`src/rtl/cpu_types_pkg.sv`:
```
// Shared CPU datapath types for the ID/EX operand stage and its forwarding muxes.
package cpu_types_pkg;

  localparam int WORD_W = 32;
  localparam int REG_W  = 5;

  typedef logic [WORD_W-1:0] word_t;
  typedef logic [REG_W-1:0]  regbits_t;

  typedef enum logic [3:0] {
    ALU_SLL  = 4'd0,
    ALU_SRL  = 4'd1,
    ALU_ADD  = 4'd2,
    ALU_SUB  = 4'd3,
    ALU_AND  = 4'd4,
    ALU_OR   = 4'd5,
    ALU_XOR  = 4'd6,
    ALU_NOR  = 4'd7,
    ALU_SLT  = 4'd8,
    ALU_SLTU = 4'd9
  } aluop_t;

  // Encoding 2'b11 is not named; it behaves as BSEL_REG.
  typedef enum logic [1:0] {
    BSEL_REG   = 2'b00,
    BSEL_IMM   = 2'b01,
    BSEL_SHAMT = 2'b10
  } bsel_t;

  // Encoding 2'b11 is not named; it behaves as EXT_ZERO.
  typedef enum logic [1:0] {
    EXT_ZERO = 2'b00,
    EXT_SIGN = 2'b01,
    EXT_LUI  = 2'b10
  } extop_t;

  // Everything the stage latches from decode; the immediate is stored already extended.
  typedef struct packed {
    logic [3:0] aluop;
    word_t      rdat1;
    word_t      rdat2;
    regbits_t   rs;
    regbits_t   rt;
    regbits_t   wsel;
    logic       regwen;
    word_t      imm;
    logic [4:0] shamt;
    logic [1:0] bsel;
  } idex_t;

  function automatic word_t ext_imm(input logic [15:0] imm16, input logic [1:0] extop);
    case (extop)
      EXT_SIGN: return {{16{imm16[15]}}, imm16};
      EXT_LUI:  return {imm16, 16'h0000};
      default:  return {16'h0000, imm16};
    endcase
  endfunction

endpackage

```
`src/rtl/id_ex_operand_stage_fwd_mux.sv`:
```
// Per-operand result forwarding: EX/MEM beats MEM/WB, register 0 never forwards.
// With ID_EX_FORWARD_EN undefined the mux collapses to a wire from the latched data.
module fwd_mux #(
  parameter int WORD_W = 32,
  parameter int REG_W  = 5
) (
  input  logic [REG_W-1:0]  idx,
  input  logic [WORD_W-1:0] dat,
  input  logic              p1_regwen,
  input  logic [REG_W-1:0]  p1_wsel,
  input  logic [WORD_W-1:0] p1_dat,
  input  logic              p2_regwen,
  input  logic [REG_W-1:0]  p2_wsel,
  input  logic [WORD_W-1:0] p2_dat,
  output logic [WORD_W-1:0] fwd
);

`ifdef ID_EX_FORWARD_EN
  // Pick the youngest in-flight producer of idx, else the register file value.
  always_comb begin
    fwd = dat;
    if (p1_regwen && (p1_wsel == idx) && (idx != '0))
      fwd = p1_dat;
    else if (p2_regwen && (p2_wsel == idx) && (idx != '0))
      fwd = p2_dat;
  end
`else
  logic unused_prod;
  assign unused_prod = ^{idx, p1_regwen, p1_wsel, p1_dat, p2_regwen, p2_wsel, p2_dat};
  assign fwd = dat;
`endif

endmodule

```
`src/rtl/id_ex_operand_stage.sv`:
```
// ID/EX boundary register feeding the ALU: handshake capture, immediate/shamt
// selection for PortB, and EX/MEM + MEM/WB forwarding (ID_EX_FORWARD_EN).
module id_ex_operand_stage
  import cpu_types_pkg::*;
#(
  parameter int WORD_W = cpu_types_pkg::WORD_W,
  parameter int REG_W  = cpu_types_pkg::REG_W
) (
  input  logic              CLK,
  input  logic              RST,
  input  logic              flush,
  input  logic              in_valid,
  output logic              in_ready,
  input  logic [3:0]        id_aluop,
  input  logic [WORD_W-1:0] id_rdat1,
  input  logic [WORD_W-1:0] id_rdat2,
  input  logic [REG_W-1:0]  id_rs,
  input  logic [REG_W-1:0]  id_rt,
  input  logic [REG_W-1:0]  id_wsel,
  input  logic              id_regwen,
  input  logic [15:0]       id_imm16,
  input  logic [4:0]        id_shamt,
  input  logic [1:0]        id_bsel,
  input  logic [1:0]        id_extop,
  input  logic              ex_ready,
  input  logic              exmem_regwen,
  input  logic [REG_W-1:0]  exmem_wsel,
  input  logic [WORD_W-1:0] exmem_result,
  input  logic              memwb_regwen,
  input  logic [REG_W-1:0]  memwb_wsel,
  input  logic [WORD_W-1:0] memwb_wdat,
  output logic              ex_valid,
  output logic [3:0]        ex_aluop,
  output logic [WORD_W-1:0] ex_porta,
  output logic [WORD_W-1:0] ex_portb,
  output logic [WORD_W-1:0] ex_storedat,
  output logic [REG_W-1:0]  ex_wsel,
  output logic              ex_regwen
);

  idex_t             lat;
  logic              load;
  logic [WORD_W-1:0] fwd_a;
  logic [WORD_W-1:0] fwd_b;

  // A slot is free when empty or when execute takes the current occupant.
  assign in_ready = !ex_valid || ex_ready;
  assign load     = in_valid && in_ready;

  // Stage register: reset > flush > load > drain; otherwise hold.
  always_ff @(posedge CLK) begin
    if (RST) begin
      ex_valid <= 1'b0;
      lat      <= '0;
    end else if (flush) begin
      ex_valid <= 1'b0;
    end else if (load) begin
      ex_valid   <= 1'b1;
      lat.aluop  <= id_aluop;
      lat.rdat1  <= id_rdat1;
      lat.rdat2  <= id_rdat2;
      lat.rs     <= id_rs;
      lat.rt     <= id_rt;
      lat.wsel   <= id_wsel;
      lat.regwen <= id_regwen;
      lat.imm    <= ext_imm(id_imm16, id_extop);
      lat.shamt  <= id_shamt;
      lat.bsel   <= id_bsel;
    end else if (ex_ready) begin
      ex_valid <= 1'b0;
    end
  end

  fwd_mux #(.WORD_W(WORD_W), .REG_W(REG_W)) u_fwd_a (
    .idx(lat.rs), .dat(lat.rdat1),
    .p1_regwen(exmem_regwen), .p1_wsel(exmem_wsel), .p1_dat(exmem_result),
    .p2_regwen(memwb_regwen), .p2_wsel(memwb_wsel), .p2_dat(memwb_wdat),
    .fwd(fwd_a)
  );

  fwd_mux #(.WORD_W(WORD_W), .REG_W(REG_W)) u_fwd_b (
    .idx(lat.rt), .dat(lat.rdat2),
    .p1_regwen(exmem_regwen), .p1_wsel(exmem_wsel), .p1_dat(exmem_result),
    .p2_regwen(memwb_regwen), .p2_wsel(memwb_wsel), .p2_dat(memwb_wdat),
    .fwd(fwd_b)
  );

  // PortB source select; the unnamed 2'b11 encoding falls back to the register.
  always_comb begin
    ex_portb = fwd_b;
    case (lat.bsel)
      BSEL_IMM:   ex_portb = lat.imm;
      BSEL_SHAMT: ex_portb = {{(WORD_W-5){1'b0}}, lat.shamt};
      default:    ex_portb = fwd_b;
    endcase
  end

  assign ex_aluop    = lat.aluop;
  assign ex_porta    = fwd_a;
  assign ex_storedat = fwd_b;
  assign ex_wsel     = lat.wsel;
  assign ex_regwen   = lat.regwen && ex_valid;

endmodule

```
`config.mk`:
```
export PLATFORM = sky130hd
export DESIGN_NAME = id_ex_operand_stage
export DESIGN_NICKNAME = d
export VERILOG_FILES = /design/src/rtl/cpu_types_pkg.sv /design/src/rtl/id_ex_operand_stage_fwd_mux.sv /design/src/rtl/id_ex_operand_stage.sv
export SDC_FILE = /design/constraint.sdc
export NUM_CORES = 1
export LEC_CHECK = 0
export ABC_AREA = 0
export CORE_MARGIN = 4
export CORE_UTILIZATION = 42
export CTS_CLUSTER_DIAMETER = 80
export DETAILED_ROUTE_END_ITERATION = 8
export PLACE_DENSITY = 0.84
export SLEW_MARGIN = 5
export SYNTH_ARGS = -nofsm -noshare
export SYNTH_HDL_FRONTEND = slang
export SYNTH_HIERARCHICAL = 1
export SYNTH_SLANG_ARGS = --single-unit
```
`constraint.sdc`:
```
create_clock -name CLK -period 4.67 [get_ports CLK]
set_clock_uncertainty 0.05 [all_clocks]
set_input_delay 0.934 -clock CLK [delete_from_list [all_inputs] [get_ports CLK]]
set_output_delay 0.934 -clock CLK [all_outputs]
set_load 0.03 [all_outputs]
```
Yosys cells after proc, flatten, opt, wreduce, memory -nomap -nowiden:

Index checks and enable logic that the tools add are counted.

* flip-flop bits (word level): 114
* latch bits: 0
* bits in writable memories: 0
* memory bits (read-only): 0
* bits of input ports: 190
* output and inout port bits: 108
* logic and storage cells: 25
* memories kept: 0

* add/sub/neg operators: 0
* multipliers: 0
* div/mod/pow operators: 0
* magnitude comparators: 0
* equal/unequal tests: 4
* shifts and indexed selects: 0
* mux-type cells: 4
* bitwise operators: 1
* reduce and logical (&&, ||, !) cells: 7

Operators with widths (number)
* $pmux 32 s2: 2
* $eq 2x1->1 const B: 2
* $eq 2x2->1 const B: 2
* $logic_and 1x1->1: 2
* $mux 1: 2
* $reduce_and 2->1: 1
* $reduce_bool 2->1: 1
* $reduce_or 2->1: 1
* $logic_not 1->1: 1
* $logic_or 1x1->1: 1
* $not 1->1: 1

Logic depth before layout (Yosys ltp):

* word-level depth: 4
* mapped depth: 7

By module:

The synthesis kept the hierarchy.

Modules (own cells, without submodules)
* id_ex_operand_stage: instances 1, cells an instance 682, area each 5362.6 um2, sequential area each 2482.4 um2
* fwd_mux: instances 2, cells an instance 32, area each 240.2 um2, sequential area each 0.0 um2

Worst setup path after synthesis:

Ideal clock, no wire load.

* path type: flip-flop to output port
* start point: register lat[0] in the netlist's numbering
* end point: output port ex_portb[10]
* arrival time: 1.702 ns
* data required time: 3.686 ns
* setup slack: 1.984 ns
* stages on the path, launching flop included: 6
* buffers on the path: 2
* cells stage by stage: dfxtp_1 inv_1 ha_1 clkbuf_1 clkbuf_1 o21ai_0

* longest elaborated chain between the ends: 2
* elaborated cells between the ends (all ways): 3

Ends and longest elaborated chain
* start: declaration: line id_ex_operand_stage.sv:41 `idex_t lat;`
* $eq 2x2->1 / $eq 2x1->1 (equally long branches): line id_ex_operand_stage.sv:91 `case (lat.bsel)`
* $pmux 32 s2 *: line id_ex_operand_stage.sv:91
* end: declaration: line id_ex_operand_stage.sv:35 `output logic [WORD_W-1:0] ex_portb,`

Mark *: on every way between the ends. The rest lies on a longest branch, timed or not.

Final worst setup path:

* start point: register lat[0] in the netlist's numbering
* end point: output port ex_portb[5]

Same word-level chain as after synthesis.

==> impl_results.md <==
* CP Cell Sequence: inv_1, ha_2, buf_4, nand2_1, o21ai_0, clkdlybuf4s50_1
* Pre-CTS setup slack at 1.32 ns
* Worst R2R End: lat[35]$_SDFFE_PP0P_
* Via density at 5.37
* Tmin final at 3.78 ns
* Area taken by flip-flops and latches at 2280 sq um
* Mapped cell area at 5490 sq um
* Initial Util at 43.2%
* CP peak stage delay at 0.80 ns
* Area Overhead vs Synth at 38.8%
* Max Clk Rate at 0.264 GHz
* Power density over cell area at 378 nW/um^2
* Design area at 7620 sq um
* First-pass GRT wire length at 26400 um
* Fillcell total at 1165
* Worst hold start: lat[34]$_SDFFE_PP0P_
* 1st-iter DRT viols at 473
* Critical R2R Launch: ex_valid$_SDFFE_PP0P_
* CTS tree: yes
* Die width at 122 um
* RSZ-0062 raised after global routing: no
* Largest net degree at the start of global routing at 101
* Commonest non-fill, non-tap cell in the layout: clkdlybuf4s50_1
* Finished Layout Cells at 981
* Endpoints failing hold at 0
* Footprint of the multi-input gates at 2270 sq um
* Peak supply drop at 0.342 mV
* Critical Path RT at 3.69 ns
* Worst skew pair latency at 0.40 ns
* Placed cell area at 6970 sq um
* WL final at 16800 um
* Core Box Area at 12700 sq um
* CP Class: register to output pin
* Worst-margin pin slew at 1.07 ns
* Most frequent cells in the layout: clkdlybuf4s50_1, o21ai_0, dfxtp_1
* Max-slew violation count at 0
* Overall power at 2.88 mW
* DRC Markers at 0
* Crit path DAT at 2.80 ns
* ANT nets after route at 0
* R2r setup slk at 2.36 ns
* Status: finished clean
* Total grt overflow at 0
* Placed insts at 947
* Syn avg cell area at 7.78 sq um
* Die height at 122 um
* CP Capture Type: output pin
* Die ar. at 15000 sq um
* Number of port buffers at 211
* Leakage at 2.53 nW
* Vias in the first global route at 5157
* Top Usage Layer GRT: met2
* WHS Path Cells at 1
* Worst relative slew slack at 28.8%
* # clock sinks at 114
* Post-CTS Setup Bufs at 0
* MaxCap Viol Count at 0
* HPWL Detailed at 10900 um
* Total CTS buffers at 17
* I/O pins at 298
* Worst setup SP type: register
* Drt wl/cell at 17.1 um
* Post-synthesis cell count at 706
* WHS Endpoint: lat[34]$_SDFFE_PP0P_
* # setup viols final at 0
* FF-to-FF path depth at 5
* DRT Pass-1 Iters at 5
* Total negative slack at 0 ns
* Yosys warnings at 6
* Met1 Usage GRT at 27.1%
* CTS Buffer Depth at 2
* Min-delay worst type: register to register
* GRT Total Usage at 22.3%
* Fin nets at 988
* Initial antenna violation count at 2
* Ratio of cells with drive above 1 in the final layout at 5.95%
* Cts hold-fix bufs at 0
* CP max FO at 48
* Synth Net Count at 900
* M2 GR Usage at 36.2%
* Worst-path clk slew at 0.05 ns
* Gpl congestion at 0.794
* CTS root buf: clkbuf_16
* Final setup margin at 0.886 ns
* Post-CTS sizing at 0
* Row cnt at 41
* H-tree lvl count at 4
* Vias at 5270
* Tcrit/Tclk final at 81.0%
* CP max-delay cell: ha_2
* Met3 Usage GRT at 8.25%
-- metrics by stage --
step / util [%] / hold slack [ns]
2_1_floorplan: - / 0.382
3_3_place_gp: 54.8 / 0.397
3_5_place_dp: 54.8 / 0.397
4_1_cts: 59.9 / 0.414
5_1_grt: 59.9 / 0.431
6_report: 59.9 / 0.416
-- area by class of cell --
| type | instances | area share [%] |
|---|---|---|
| antenna | 2 | 0.0656 |
| clock buffer | 24 | 6.58 |
| clock inverter | 8 | 1.94 |
| inverter | 5 | 0.279 |
| multi-input combinational | 436 | 29.8 |
| sequential | 114 | 29.9 |
| tap | 172 | 2.82 |
| timing repair buffer | 220 | 28.6 |
-- per-layer routing --
layer	wire (um)	vias up
li1	-	2578
met1	6740	2474
met2	8220	203
met3	1540	15
met4	269	0
met5	0	-
-- how the worst max path moves through the flow --
| stage | from | endpoint | slack, ns | cells past startpoint |
|---|---|---|---|---|
| 2_1_floorplan | lat[0]$_SDFFE_PP0P_ | ex_portb[10] | 1.98 | 5 |
| 3_5_place_dp | lat[0]$_SDFFE_PP0P_ | ex_portb[5] | 1.32 | 6 |
| 3_3_place_gp | lat[0]$_SDFFE_PP0P_ | ex_portb[5] | 1.34 | 6 |
| 4_1_cts | lat[0]$_SDFFE_PP0P_ | ex_portb[5] | 0.83 | 6 |
| 6_report | lat[0]$_SDFFE_PP0P_ | ex_portb[5] | 0.89 | 6 |
| 5_1_grt | lat[0]$_SDFFE_PP0P_ | ex_portb[5] | 0.64 | 6 |
-- where the power goes --
group / internal (mW) / switching (mW) / total [mW]
registers: 1.02 / 0.0234 / 1.04
clock network: 0.964 / 0.445 / 1.41
logic: 0.193 / 0.242 / 0.435
-- flip-flops by register name, indices dropped and copies added, names as in the netlist --
signal and count:
ex_valid 1, lat 104, ex_wsel 5, ex_aluop 4
-- worst max-delay path: cells and delay by family (launching register included) --
kind / cells / cell delay (ns)
flip-flops: 1 / 0.34
buffers and inverters: 3 / 1.10
AO/OA/AOI/OAI: 1 / 0.09
AND/OR/NAND/NOR: 1 / 0.06
adder cells (fa/ha/maj): 1 / 0.80
(Power assumes the default switching activity.)
